[config.mk]
export PLATFORM = sky130hd
export DESIGN_NAME = weight_loader
export DESIGN_NICKNAME = d
export VERILOG_FILES = /design/src/rtl/weight_loader_pkg.sv /design/src/rtl/wl_header_decode.sv /design/src/rtl/weight_loader.sv
export SDC_FILE = /design/constraint.sdc
export NUM_CORES = 1
export LEC_CHECK = 0
export CORE_AREA = 2 2 95 97
export CTS_CLUSTER_DIAMETER = 40
export CTS_CLUSTER_SIZE = 28
export DETAILED_ROUTE_END_ITERATION = 6
export DIE_AREA = 0 0 97 99
export GPL_ROUTABILITY_DRIVEN = 0
export HOLD_SLACK_MARGIN = 0.15
export PLACE_DENSITY_LB_ADDON = 0.1
export SKIP_CTS_REPAIR_TIMING = 1
export SYNTH_ARGS = -nofsm -noshare
export SYNTH_HDL_FRONTEND = slang
export SYNTH_SLANG_ARGS = --single-unit
[constraint.sdc]
create_clock -name clk -period 3.05 [get_ports clk]
set_input_delay 0.61 -clock clk [delete_from_list [all_inputs] [get_ports clk]]
set_output_delay 0.61 -clock clk [all_outputs]
set_load 0.05 [all_outputs]
[src/rtl/weight_loader_pkg.sv]
// Shared definitions for the weight loader: default sizing and FSM state encoding.
// The optional checksum trailer is enabled by defining WL_CHECKSUM_EN (off by default).
package weight_loader_pkg;

  localparam int WL_NUM_NEURONS = 30;
  localparam int WL_MEM_DEPTH   = 784;
  localparam int WL_ADDR_WIDTH  = 10;
  localparam int WL_DATA_WIDTH  = 16;

  typedef enum logic [1:0] {
    ST_IDLE  = 2'd0,
    ST_LOAD  = 2'd1,
    ST_DRAIN = 2'd2,
    ST_DONE  = 2'd3
  } wl_state_e;

endpackage

[src/rtl/wl_header_decode.sv]
// Combinational frame-header decode: splits the word into neuron id / payload
// count (count in the low ADDR_WIDTH bits) and flags whether the header is legal.
module wl_header_decode
  import weight_loader_pkg::*;
#(
  parameter int NUM_NEURONS = WL_NUM_NEURONS,
  parameter int MEM_DEPTH   = WL_MEM_DEPTH,
  parameter int ADDR_WIDTH  = WL_ADDR_WIDTH,
  parameter int DATA_WIDTH  = WL_DATA_WIDTH,
  parameter int ID_WIDTH    = DATA_WIDTH - ADDR_WIDTH
) (
  input  logic [DATA_WIDTH-1:0] hdr_i,
  output logic [ID_WIDTH-1:0]   id_o,
  output logic [ADDR_WIDTH-1:0] count_o,
  output logic                  legal_o
);

  assign id_o    = hdr_i[DATA_WIDTH-1:ADDR_WIDTH];
  assign count_o = hdr_i[ADDR_WIDTH-1:0];

  // Compare at 32 bits so the limits may exceed the field widths.
  assign legal_o = (32'(id_o) < NUM_NEURONS) &&
                   (count_o != '0) &&
                   (32'(count_o) <= MEM_DEPTH);

endmodule

[src/rtl/weight_loader.sv]
// Framed-stream writer for the per-neuron weight memories: header selects the
// neuron and word count, each payload word becomes one registered write. Optional
// trailing checksum word when WL_CHECKSUM_EN is defined.
module weight_loader
  import weight_loader_pkg::*;
#(
  parameter int NUM_NEURONS = WL_NUM_NEURONS,
  parameter int MEM_DEPTH   = WL_MEM_DEPTH,
  parameter int ADDR_WIDTH  = WL_ADDR_WIDTH,
  parameter int DATA_WIDTH  = WL_DATA_WIDTH
) (
  input  logic                   clk,
  input  logic                   reset,
  input  logic [DATA_WIDTH-1:0]  i_data,
  input  logic                   i_valid,
  input  logic                   i_last,
  output logic                   o_ready,
  output logic [NUM_NEURONS-1:0] o_w_en,
  output logic [ADDR_WIDTH-1:0]  o_w_addr,
  output logic [DATA_WIDTH-1:0]  o_w_data,
  output logic                   o_busy,
  output logic                   o_done,
  output logic                   o_err
);

  localparam int ID_WIDTH = DATA_WIDTH - ADDR_WIDTH;

  wl_state_e              state_q, state_d;
  logic [ID_WIDTH-1:0]    id_q, id_d;
  logic [ADDR_WIDTH-1:0]  cnt_q, cnt_d;
  logic [ADDR_WIDTH-1:0]  addr_q, addr_d;
  logic                   err_q, err_d;
  logic [NUM_NEURONS-1:0] w_en_q, w_en_d;
  logic [ADDR_WIDTH-1:0]  w_addr_q, w_addr_d;
  logic [DATA_WIDTH-1:0]  w_data_q, w_data_d;
`ifdef WL_CHECKSUM_EN
  logic [DATA_WIDTH-1:0]  sum_q, sum_d;
`endif

  logic [ID_WIDTH-1:0]   hdr_id;
  logic [ADDR_WIDTH-1:0] hdr_count;
  logic                  hdr_legal;
  logic                  beat;
  logic                  nth_beat;

  wl_header_decode #(
    .NUM_NEURONS (NUM_NEURONS),
    .MEM_DEPTH   (MEM_DEPTH),
    .ADDR_WIDTH  (ADDR_WIDTH),
    .DATA_WIDTH  (DATA_WIDTH),
    .ID_WIDTH    (ID_WIDTH)
  ) u_hdr (
    .hdr_i   (i_data),
    .id_o    (hdr_id),
    .count_o (hdr_count),
    .legal_o (hdr_legal)
  );

  assign o_ready  = (state_q != ST_DONE);
  assign o_busy   = (state_q != ST_IDLE);
  assign o_done   = (state_q == ST_DONE);
  assign o_err    = err_q;
  assign o_w_en   = w_en_q;
  assign o_w_addr = w_addr_q;
  assign o_w_data = w_data_q;

  assign beat     = i_valid && o_ready;
  assign nth_beat = (addr_q == cnt_q - 1'b1);

  always_comb begin
    // NOTE: every variable gets a default before the case so no path infers a latch.
    state_d  = state_q;
    id_d     = id_q;
    cnt_d    = cnt_q;
    addr_d   = addr_q;
    err_d    = err_q;
    w_en_d   = '0;
    w_addr_d = w_addr_q;
    w_data_d = w_data_q;
`ifdef WL_CHECKSUM_EN
    sum_d    = sum_q;
`endif

    case (state_q)
      ST_IDLE: if (beat) begin
        if (hdr_legal && !i_last) begin
          id_d    = hdr_id;
          cnt_d   = hdr_count;
          addr_d  = '0;
`ifdef WL_CHECKSUM_EN
          sum_d   = '0;
`endif
          state_d = ST_LOAD;
        end else begin
          err_d   = 1'b1;
          state_d = i_last ? ST_IDLE : ST_DRAIN;
        end
      end

      ST_LOAD: if (beat) begin
`ifdef WL_CHECKSUM_EN
        // Counter equal to the count means all payload is in: this beat is the checksum.
        if (addr_q == cnt_q) begin
          if (!i_last) begin
            err_d   = 1'b1;
            state_d = ST_DRAIN;
          end else if (sum_q != i_data) begin
            err_d   = 1'b1;
            state_d = ST_IDLE;
          end else begin
            state_d = ST_DONE;
          end
        end else begin
          w_en_d   = NUM_NEURONS'(1) << id_q;
          w_addr_d = addr_q;
          w_data_d = i_data;
          addr_d   = addr_q + 1'b1;
          sum_d    = sum_q + i_data;
          if (i_last) begin
            err_d   = 1'b1;
            state_d = ST_IDLE;
          end
        end
`else
        w_en_d   = NUM_NEURONS'(1) << id_q;
        w_addr_d = addr_q;
        w_data_d = i_data;
        addr_d   = addr_q + 1'b1;
        if (nth_beat) begin
          err_d   = err_q | !i_last;
          state_d = i_last ? ST_DONE : ST_DRAIN;
        end else if (i_last) begin
          err_d   = 1'b1;
          state_d = ST_IDLE;
        end
`endif
      end

      ST_DRAIN: if (beat && i_last) state_d = ST_IDLE;

      ST_DONE: state_d = ST_IDLE;

      default: state_d = ST_IDLE;
    endcase
  end

`ifdef WL_CHECKSUM_EN
  // The Nth-beat decode is only needed without the checksum trailer.
  logic unused_nth;
  assign unused_nth = nth_beat;
`endif

  always_ff @(posedge clk) begin
    // NOTE: state uses non-blocking assignments so every register samples pre-edge values.
    if (reset) begin
      state_q  <= ST_IDLE;
      id_q     <= '0;
      cnt_q    <= '0;
      addr_q   <= '0;
      err_q    <= 1'b0;
      w_en_q   <= '0;
      w_addr_q <= '0;
      w_data_q <= '0;
`ifdef WL_CHECKSUM_EN
      sum_q    <= '0;
`endif
    end else begin
      state_q  <= state_d;
      id_q     <= id_d;
      cnt_q    <= cnt_d;
      addr_q   <= addr_d;
      err_q    <= err_d;
      w_en_q   <= w_en_d;
      w_addr_q <= w_addr_d;
      w_data_q <= w_data_d;
`ifdef WL_CHECKSUM_EN
      sum_q    <= sum_d;
`endif
    end
  end

endmodule

==> results by group, run 1 <==
Synthesis
  • Synth Net Count: 408
  • Seq cells post-synth: 85
  • Ranking of synthesized cells by area: dfxtp_1, nand2_1, nor2_1, mux2i_1, a21oi_1
  • Syn. warnings: 0
  • Mean Syn Cell Area: around 8.6 um2
  • Post-synth cell types: 46
  • Top-count cell post-synth: dfxtp_1
  • Syn Std Cell Area: 3320 um2
  • Ys flop type: dfxtp_1
  • Synth cell count leaders: dfxtp_1, nand2_1, nor2_1
  • Post-synth EDFFs: 0
  • Post-synthesis cell count: 386
  • Sequential-to-total area share from yosys stat: 51.2%
  • Post-synth top area cell: dfxtp_1
  • Async SR Flop Fraction: 0%
  • Share of the synthesized area in the top cell type: 51.2%

Placement
  • Pre-CTS setup slack: 0.256 ns
  • Post-DP Area: 4210 um2
  • PortBufs: 79
  • Dpl hpwl: 5.70 mm

Timing
  • Setup TNS Final: 0 ns
  • Min Tclk post-route: 2.77 ns
  • Final setup fails: 0
  • Fmax: 361 MHz
  • Slew at the pin closest to its max-slew limit: around 0.98 ns
  • Slew HR: 34.9%
  • Final worst slack: around 0.28 ns
  • Slew Limit Fails: 0
  • Final hold violations: 0
  • RSZ-0062 raised after global routing: false
  • Final setup skew: around 0.01 ns
  • Fin crit share: 90.9%

Floorplan
  • Core area: between 8000 and 9000 um2
  • Starting Density: 38.8%
  • Row count: 34
  • Die Wd: 97 um
  • Num ports: 80
  • Die H: ~100 um
  • Die Area: 9600 um2

Cells and area
  • Antenna diodes: 0
  • Layout cells sized above 1: 6.90%
  • Multi-input gate area: 1500 um2
  • Final nets: 481
  • Area growth syn-to-layout: 33.2%
  • Fin area: between 4000 and 5000 um2
  • Fillers: 795
  • Register Area: 1700 um2

Setup path
  • Crit Path Category: flip-flop to flip-flop
  • Reg-to-Reg Start: cnt_q[0]
  • R2r endpoint: state_q[1]
  • Crit path max fanout: 6
  • Critical Path RT: 3.33 ns
  • R2R depth: 8
  • Arr. time, crit path: about 3.1 ns
  • R2R Setup Slk: 0.28 ns
  • Critical Path End Type: flip-flop
  • Crit start category: flip-flop

Clock network
  • Num CTS Buffers: 9
  • CTS tree: built
  • # clock sinks: 85
  • H-tree levels: 3
  • CTS root buffer: clkbuf_8
  • Worst skew pair latency: roughly 0.36 ns
  • CTS clock-pin slew for the worst setup and hold paths: 0.09 ns
  • Clock Path Buffers: 2

Power
  • P_leak: 1.55 nW
  • Power Dens Cells: 482 nW/um2
  • Maximum vdd ir drop: 0.244 mV
  • Tot Pwr: 2.13 mW

Worst hold path
  • HP Class: flip-flop to flip-flop
  • Hold wc startpoint: o_w_addr[0]
  • Worst Hold End: o_w_addr[0]
  • Min-Delay Path Depth: 2

Run status
  • Status: completed

Global routing
  • Tot GR Track Use: 17.2%
  • Vias in the first global route: around 2600
  • Total grt overflow: 0
  • Initial antenna violation count: 0
  • First-pass GRT wire length: 13.3 mm
  • Largest net degree at the start of global routing: 53

Detailed routing
  • Starting DRT DRC Count: ~180
  • Remaining antenna violation count: 0
  • Final WL: 7.95 mm
  • Drt pass-1 iters: 4
  • WL/cell: between 10 and 15 um
  • Vias: 2869
  • Vias per cell: 5.02
  • DRC viols: 0

Flow run
  • Max-Cap Viols: 0
power breakdown:
part / total (mW) / leakage, nW / internal [mW] / switching [mW]
logic: 0.155 / 0.756 / 0.0671 / 0.0875
clock network: 0.844 / 0.105 / 0.398 / 0.446
registers: 1.13 / 0.686 / 1.12 / 0.0139
cell families (layout without fill, tap and decap cells):
family / count (synthesis) / after routing / synth area share (%)
muxes: 16 / 16 / 4.82
buffers and inverters: 31 / 109 / 3.84
xor gates and xnor gates: 21 / 21 / 5.54
AOI/OAI and AO/OA: 51 / 51 / 9.83
adders and majority gates: 2 / 2 / 0.753
DFF: 85 / 85 / 51.2
and+or+nand+nor: 180 / 180 / 24.0
cell usage in the layout (no fill, tap or decap), types with 3 or more instances in the layout:
master and instances:
a21oi_1 30, xor2_1 12, mux2i_1 16, nor2_1 66, dfxtp_1 85, clkbuf_8 9
nand2_1 66, nand3_1 6, nor3_1 10, nand4_1 4, nor4_1 4, and3_1 3
nand3b_1 4, inv_1 7, clkdlybuf4s50_1 78, xnor2_1 9, or3_1 3, buf_4 4
area by class of cell:
cell class | count | share of cell area, %
Timing Repair Buffer | 84 | 18.9
Inverter | 9 | 0.764
Clock buffer | 9 | 2.80
Clock inverter | 7 | 2.06
Multi-Input combinational cell | 270 | 34.0
Tap cell | 108 | 3.05
Sequential cell | 85 | 38.5
registers in the layout (all words and copies together) (netlist names):
register	count
o_w_en	30
o_w_addr	10
state_q	2
o_w_data	16
id_q	6
o_err	1
addr_q	10
cnt_q	10
worst max-delay path, stage by stage (launching register included):
cell,delay (ns)
dfxtp_1,0.45
inv_1,0.07
ha_1,0.28
o21ba_1,0.20
a221oi_1,0.30
a41oi_1,0.07
or4_1,0.66
or4_4,0.45
a211oi_2,0.21
how the worst max path moves through the flow:
| stage | to | depth (start not counted) | from | slack, ns |
|---|---|---|---|---|
| 6_report | state_q[1] | 8 | cnt_q[0] | 0.28 |
| 5_1_grt | state_q[1] | 8 | cnt_q[0] | 0.08 |
| 4_1_cts | state_q[1] | 8 | cnt_q[0] | 0.26 |
| 3_5_place_dp | state_q[0] | 6 | i_data[0] | 0.26 |
| 3_3_place_gp | state_q[0] | 6 | i_data[0] | 0.30 |
| 2_1_floorplan | cnt_q[7] | 7 | i_data[0] | 0.56 |
routing by layer:
layer / vias to the layer above / share of wire, % / wire length, um / GRT usage (%)
met5: - / 0 / 0 / 0
li1: 1444 / - / - / -
met4: 0 / 1.7 / 133 / 5.53
met1: 1331 / 49 / 3880 / 24.6
met2: 83 / 43 / 3440 / 25.1
met3: 11 / 6.3 / 498 / 4.89
metrics by stage:
stage / util, % / cells / hold WS (ns)
finish: 51.7 / 572 / 0.459
global route: 51.7 / 572 / 0.481
CTS: 51.7 / 572 / 0.461
detailed placement: 49.2 / 556 / 0.448
global placement: 49.2 / 556 / 0.443
floorplan: - / 386 / 0.422
Note: power is estimated with default switching activity, not from simulation.
==> inputs of run 2 (changes only) <==
--- a/config.mk
+++ b/config.mk
@@ -5,11 +5,11 @@
 export SDC_FILE = /design/constraint.sdc
 export NUM_CORES = 1
 export LEC_CHECK = 0
-export CORE_AREA = 2 2 95 97
+export CORE_AREA = 2 2 97 99
 export CTS_CLUSTER_DIAMETER = 40
 export CTS_CLUSTER_SIZE = 28
 export DETAILED_ROUTE_END_ITERATION = 6
-export DIE_AREA = 0 0 97 99
+export DIE_AREA = 0 0 99 101
 export GPL_ROUTABILITY_DRIVEN = 0
 export HOLD_SLACK_MARGIN = 0.15
 export PLACE_DENSITY_LB_ADDON = 0.1
==> constraint.sdc (replaced) <==
create_clock -name clk -period 3.05 [get_ports clk]
set_input_delay 0.7625 -clock clk [delete_from_list [all_inputs] [get_ports clk]]
set_output_delay 0.7625 -clock clk [all_outputs]
set_load 0.05 [all_outputs]
==> run 2 against run 1 <==
Against the previous run:
- final area increased by 0.93%
- first-iteration DRC count decreased by 57%
- worst hold slack got worse by 0.0014 ns
- via count decreased by 0.56%
- critical path type unchanged
- critical endpoint unchanged
==> results by group, run 2 (synthesis results as in run 1) <==
Global routing
  • Vias in the first global route: 2684 (+2.4%)
  • Met2 Use GR: 26.4% (+1.3 points)
  • Grt met3 use: 4.58% (-0.32 points)
  • Initial antenna violation count: 0 (unchanged)
  • Global route hottest layer: met2
  • Tot GR Track Use: 17.3% (+0.053 points)
  • Largest net degree at the start of global routing: 31 (-42%)
  • Total grt overflow: 0 (unchanged)
  • GRT met1 Usage: 23.9% (-0.67 points)
  • First-pass GRT wire length: 13.6 mm (+2.4%)

Detailed routing
  • Vias per cell: 4.90 (-2.3%)
  • Final WL: 8.53 mm (+7.3%)
  • Drt pass-1 iters: 5 (+1)
  • Starting DRT DRC Count: 76 (-57%)
  • Vias: 2853 (-0.56%)
  • WL/cell: 14.7 um (+5.5%)
  • DRC viols: 0 (unchanged)
  • Remaining antenna violation count: 0 (unchanged)

Clock network
  • H-tree levels: 3 (unchanged)
  • CTS tree: built
  • Num CTS Buffers: 9 (unchanged)
  • CTS root buffer: clkbuf_8
  • Worst skew pair latency: 0.36 ns (about the same)
  • CTS clock-pin slew for the worst setup and hold paths: 0.10 ns (about the same)
  • Clock Path Buffers: 2 (unchanged)
  • # clock sinks: 85 (unchanged)

Timing
  • Final hold violations: 0 (unchanged)
  • Slew HR: 61.9% (+27 points)
  • Fmax: 368 MHz (+2.1%)
  • Fin crit share: 89.0% (-1.9 points)
  • RSZ-0062 raised after global routing: false
  • Final setup fails: 0 (unchanged)
  • Setup TNS Final: 0 ns (unchanged)
  • Hold_ws: 0.458 ns (-0.00139 ns)
  • Final worst slack: 0.336 ns (+0.0567 ns)
  • Slew Limit Fails: 0 (unchanged)
  • Final setup skew: 0.0147 ns (+0.00470 ns)
  • Slew at the pin closest to its max-slew limit: 0.571 ns (-0.405 ns)
  • Min Tclk post-route: 2.71 ns (-0.0567 ns)

Setup path
  • Cell Chain, Critical Path: inv_1, ha_1, o21ba_1, a221oi_1, a41oi_1, or4_1, or4_4, a211oi_2
  • Crit path max fanout: 6 (unchanged)
  • Arr. time, crit path: 2.99 ns (-0.06 ns)
  • R2R depth: 8 (unchanged)
  • Worst setup path startpoint: cnt_q[0]
  • R2R Setup Slk: 0.34 ns (+0.06 ns)
  • R2r endpoint: state_q[1]
  • Critical Path RT: 3.33 ns (about the same)
  • Critical Path End Type: flip-flop
  • Critical Path Max Stage Delay: 0.65 ns (about the same)
  • Reg-to-Reg Start: cnt_q[0]
  • CP max-delay cell: or4_1
  • Crit start category: flip-flop
  • Crit Path Category: flip-flop to flip-flop

Placement
  • Post-DP Area: 4270 um2 (+1.3%)
  • Dpl cells: 566 (+1.8%)
  • Dpl hpwl: 6.11 mm (+7.2%)
  • Pre-CTS setup slack: 0.0490 ns (-0.207 ns)
  • PortBufs: 79 (unchanged)

Power
  • P_leak: 1.58 nW (+2.1%)
  • Tot Pwr: 2.10 mW (-1.4%)
  • Maximum vdd ir drop: 0.231 mV (-5.0%)
  • Power Dens Cells: 470 nW/um2 (-2.3%)

Cells and area
  • Most frequent cells in the layout: dfxtp_1, clkdlybuf4s50_1, nand2_1, nor2_1, a21oi_1
  • Fin area: 4470 um2 (+0.93%)
  • Layout cells sized above 1: 8.28% (+1.4 points)
  • Final design utilization: 49.7% (-2.0 points)
  • Area growth syn-to-layout: 34.5%
  • Commonest non-fill, non-tap cell in the layout: dfxtp_1
  • Layout Cells excl Fill: 582 (+1.7%)
  • Antenna diodes: 0 (unchanged)
  • Final nets: 488 (+1.5%)
  • Number of flip-flops in the largest register: 30 (unchanged)
  • Fillers: 875 (+10%)

Floorplan
  • Die H: 101 um (+2.0%)
  • Core area: 8980 um2 (+5.0%)
  • Row count: 35 (+2.9%)
  • Num ports: 80 (unchanged)
  • Die Wd: 99 um (+2.1%)
  • Starting Density: 37.0% (-1.8 points)
  • Die Area: 10000 um2 (+4.1%)

Worst hold path
  • HP Class: flip-flop to flip-flop
  • Min-Delay Path Depth: 2 (unchanged)
  • Hold wc startpoint: o_w_data[9]
  • Worst Hold End: o_w_data[9]

Flow run
  • Max-Cap Viols: 0 (unchanged)

Run status
  • Status: completed
==> run 2: cell types whose count changed in the layout (fill, tap and decap cells not counted) <==
cell	before	now
clkinv_4	1	2
bufinv_16	1	0
buf_4	4	11
clkinvlp_4	1	0
inv_6	2	1
inv_8	1	3
==> run 2: worst max path at each step <==
stage                       to  slack [ns]
floorplan             cnt_q[7]        0.40
global placement    state_q[0]        0.14
detailed placement   addr_q[4]        0.05
CTS                 state_q[1]        0.34
global route        state_q[1]        0.22
finish              state_q[1]        0.34
==> run 2: report_power, final <==
group | internal, mW | switching [mW]
logic | 0.0736 | 0.0906
clock network | 0.326 | 0.477
registers | 1.12 | 0.0144
total | 1.52 | 0.582
==> run 2: final cells by class <==
type	instances	area (um2)	area share, %
sequential	85	1700	38.1
inverter	9	33.8	0.757
tap	111	139	3.11
clock inverter	7	76.3	1.71
multi-input combinational	270	1500	33.7
clock buffer	9	124	2.77
timing repair buffer	91	888	19.9
==> run 2: worst max-delay path: cells and delay by family, from the launching register on <==
family / cells / cell delay (ns)
AND/OR/NAND/NOR: 2 / 1.10
AO/OA/AOI/OAI: 4 / 0.75
flip-flops: 1 / 0.44
adder cells (fa/ha/maj): 1 / 0.27
buffers and inverters: 1 / 0.07
==> run 2: routing by layer <==
metal / share of wire [%] / wire length, um / up-vias
li1: - / - / 1454
met2: 45 / 3880 / 81
met1: 49 / 4160 / 1316
met4: 0.47 / 40 / 0
met3: 5.3 / 454 / 2
met5: 0 / 0 / -
==> inputs of run 3 (changes only) <==
--- a/config.mk
+++ b/config.mk
@@ -5,11 +5,11 @@
 export SDC_FILE = /design/constraint.sdc
 export NUM_CORES = 1
 export LEC_CHECK = 0
-export CORE_AREA = 2 2 97 99
+export CORE_AREA = 2 2 95 97
 export CTS_CLUSTER_DIAMETER = 40
 export CTS_CLUSTER_SIZE = 28
 export DETAILED_ROUTE_END_ITERATION = 6
-export DIE_AREA = 0 0 99 101
+export DIE_AREA = 0 0 97 99
 export GPL_ROUTABILITY_DRIVEN = 0
 export HOLD_SLACK_MARGIN = 0.15
 export PLACE_DENSITY_LB_ADDON = 0.1
==> run 3 against run 2 <==
Against the previous run:
- first-iteration DRC count rose by 47%
- worst setup slack worse by 0.032 ns
- register-to-register slack got worse by 0.03 ns
- critical endpoint unchanged
- final area decreased by 0.31%
- via count rose by 1.4%
- utilization up 2.3 points
- sequential power about the same
- largest power group unchanged
- die area fell by 4.0%
==> results by group, run 3 (synthesis results as in run 1) <==
Run status
  • Status: completed

Detailed routing
  • DRC viols: 0 (unchanged)
  • Starting DRT DRC Count: 112 (+47%)
  • Remaining antenna violation count: 0 (unchanged)
  • Final WL: 8.14 mm (-4.6%)
  • WL/cell: 14.1 um (-3.6%)
  • Vias: 2892 (+1.4%)
  • Vias per cell: 5.02 (+2.4%)
  • Drt pass-1 iters: 4 (-1)

Global routing
  • First-pass GRT wire length: 13.7 mm (+0.51%)
  • Total grt overflow: 0 (unchanged)
  • Vias in the first global route: 2755 (+2.6%)
  • Largest net degree at the start of global routing: 34 (+9.7%)
  • Initial antenna violation count: 0 (unchanged)
  • Tot GR Track Use: 17.7% (+0.41 points)

Floorplan
  • Die H: 99 um (-2.0%)
  • Num ports: 80 (unchanged)
  • Row count: 34 (-2.9%)
  • Die Area: 9600 um2 (-4.0%)
  • Die Wd: 97 um (-2.0%)
  • Starting Density: 38.8% (+1.8 points)
  • Core area: 8550 um2 (-4.8%)

Clock network
  • H-tree levels: 3 (unchanged)
  • CTS clock-pin slew for the worst setup and hold paths: 0.10 ns (about the same)
  • Worst skew pair latency: 0.36 ns (about the same)
  • Num CTS Buffers: 9 (unchanged)
  • Clock Path Buffers: 2 (unchanged)
  • # clock sinks: 85 (unchanged)
  • CTS root buffer: clkbuf_8
  • CTS tree: built

Cells and area
  • Layout cells sized above 1: 7.69% (-0.59 points)
  • Number of flip-flops in the largest register: 30 (unchanged)
  • Area growth syn-to-layout: 34.1%
  • Antenna diodes: 0 (unchanged)
  • Layout Cells excl Fill: 576 (-1.0%)
  • Final design utilization: 52.1% (+2.3 points)
  • Most frequent cells in the layout: dfxtp_1, clkdlybuf4s50_1, nand2_1, nor2_1, a21oi_1
  • Commonest non-fill, non-tap cell in the layout: dfxtp_1
  • Final nets: 485 (-0.61%)

Timing
  • Final setup skew: 0.00796 ns (-0.00678 ns)
  • Min Tclk post-route: 2.75 ns (+0.0316 ns)
  • RSZ-0062 raised after global routing: false
  • Slew Limit Fails: 0 (unchanged)
  • Final hold violations: 0 (unchanged)
  • Final setup fails: 0 (unchanged)
  • Setup TNS Final: 0 ns (unchanged)
  • Fin crit share: 90.0% (+1.0 points)
  • Fmax: 364 MHz (-1.1%)
  • Final worst slack: 0.304 ns (-0.0316 ns)
  • Slew at the pin closest to its max-slew limit: 0.537 ns (-0.0346 ns)
  • Slew HR: 64.1% (+2.2 points)

Flow run
  • Max-Cap Viols: 0 (unchanged)

Placement
  • Dpl cells: 560 (-1.1%)
  • Dpl hpwl: 5.76 mm (-5.8%)
  • Pre-CTS setup slack: 0.153 ns (+0.104 ns)
  • PortBufs: 79 (unchanged)

Setup path
  • Reg-to-Reg Start: cnt_q[0]
  • Crit Path Category: flip-flop to flip-flop
  • Worst setup path startpoint: cnt_q[0]
  • Crit path max-delay family: simple AND/OR/NAND/NOR gates
  • Critical Path End Type: flip-flop
  • Crit path max fanout: 6 (unchanged)
  • Cell Chain, Critical Path: inv_1, ha_1, o21ba_1, a221oi_1, a41oi_1, or4_1, or4_4, a211oi_2
  • Critical Path RT: 3.33 ns (about the same)
  • Arr. time, crit path: 3.03 ns (+0.04 ns)
  • CP Buf/Inv Count: 1 (unchanged)
  • Critical Path Max Stage Delay: 0.68 ns (+0.03 ns)
  • CP max-delay cell: or4_1
  • Crit start category: flip-flop

Power
  • Power Dens Cells: 466 nW/um2 (-0.84%)
  • Tot Pwr: 2.08 mW (-1.1%)
  • P_leak: 1.57 nW (-0.83%)
  • Maximum vdd ir drop: 0.232 mV (+0.27%)

Worst hold path
  • Hold wc startpoint: o_w_data[8]
  • HP Class: flip-flop to flip-flop
[run 3: cell count changes in the layout (fill, tap and decap cells not counted), sizes merged]
cell and delta:
clkinv +1, buf -3, inv -1
[run 3: layout make-up]
type | instances | area (um2)
fillers | 856 | 4100
flip-flops and latches | 85 | 1700
multi-input cells | 270 | 1500
repair buffers | 88 | 878
well taps | 108 | 135
clock buffers | 9 | 124
clock inverters | 7 | 76.3
inverters | 9 | 33.8
[run 3: power by group]
part	switching (mW)	leakage, nW	internal [mW]
Clock	0.460	0.102	0.324
Sequential	0.0140	0.686	1.12
Combinational	0.0887	0.778	0.0717
[run 3: layer usage]
layer  GRT usage (%)  vias up  routed length, um
li1                -     1456                  -
met1            24.2     1334               3930
met2            27.1       93               3540
met3            4.47        9                578
met4            6.61        0                 95
met5               0        -                  0
[run 3: worst paths after layout]
kind	depth (start not counted)	end	slack [ns]
setup / recovery	8	state_q[1]	0.30
hold / removal	2	o_w_data[8]	0.46
setup reg to reg	8	state_q[1]	0.30
hold reg to reg	2	o_w_data[8]	0.46
[run 3: worst min-delay path: cells and delay by family (launching register included)]
| family | cells | cell delay, ns |
|---|---|---|
| and+or+nand+nor | 1 | 0.05 |
| DFF | 1 | 0.32 |
| AOI/OAI and AO/OA | 1 | 0.05 |
[run 3: through the flow]
stage / instance area (um2) / hold WS, ns
after floorplan: 3320 / 0.422
after global placement: 4250 / 0.441
after detailed placement: 4250 / 0.449
after CTS: 4450 / 0.463
after global routing: 4450 / 0.487
final: 4450 / 0.460
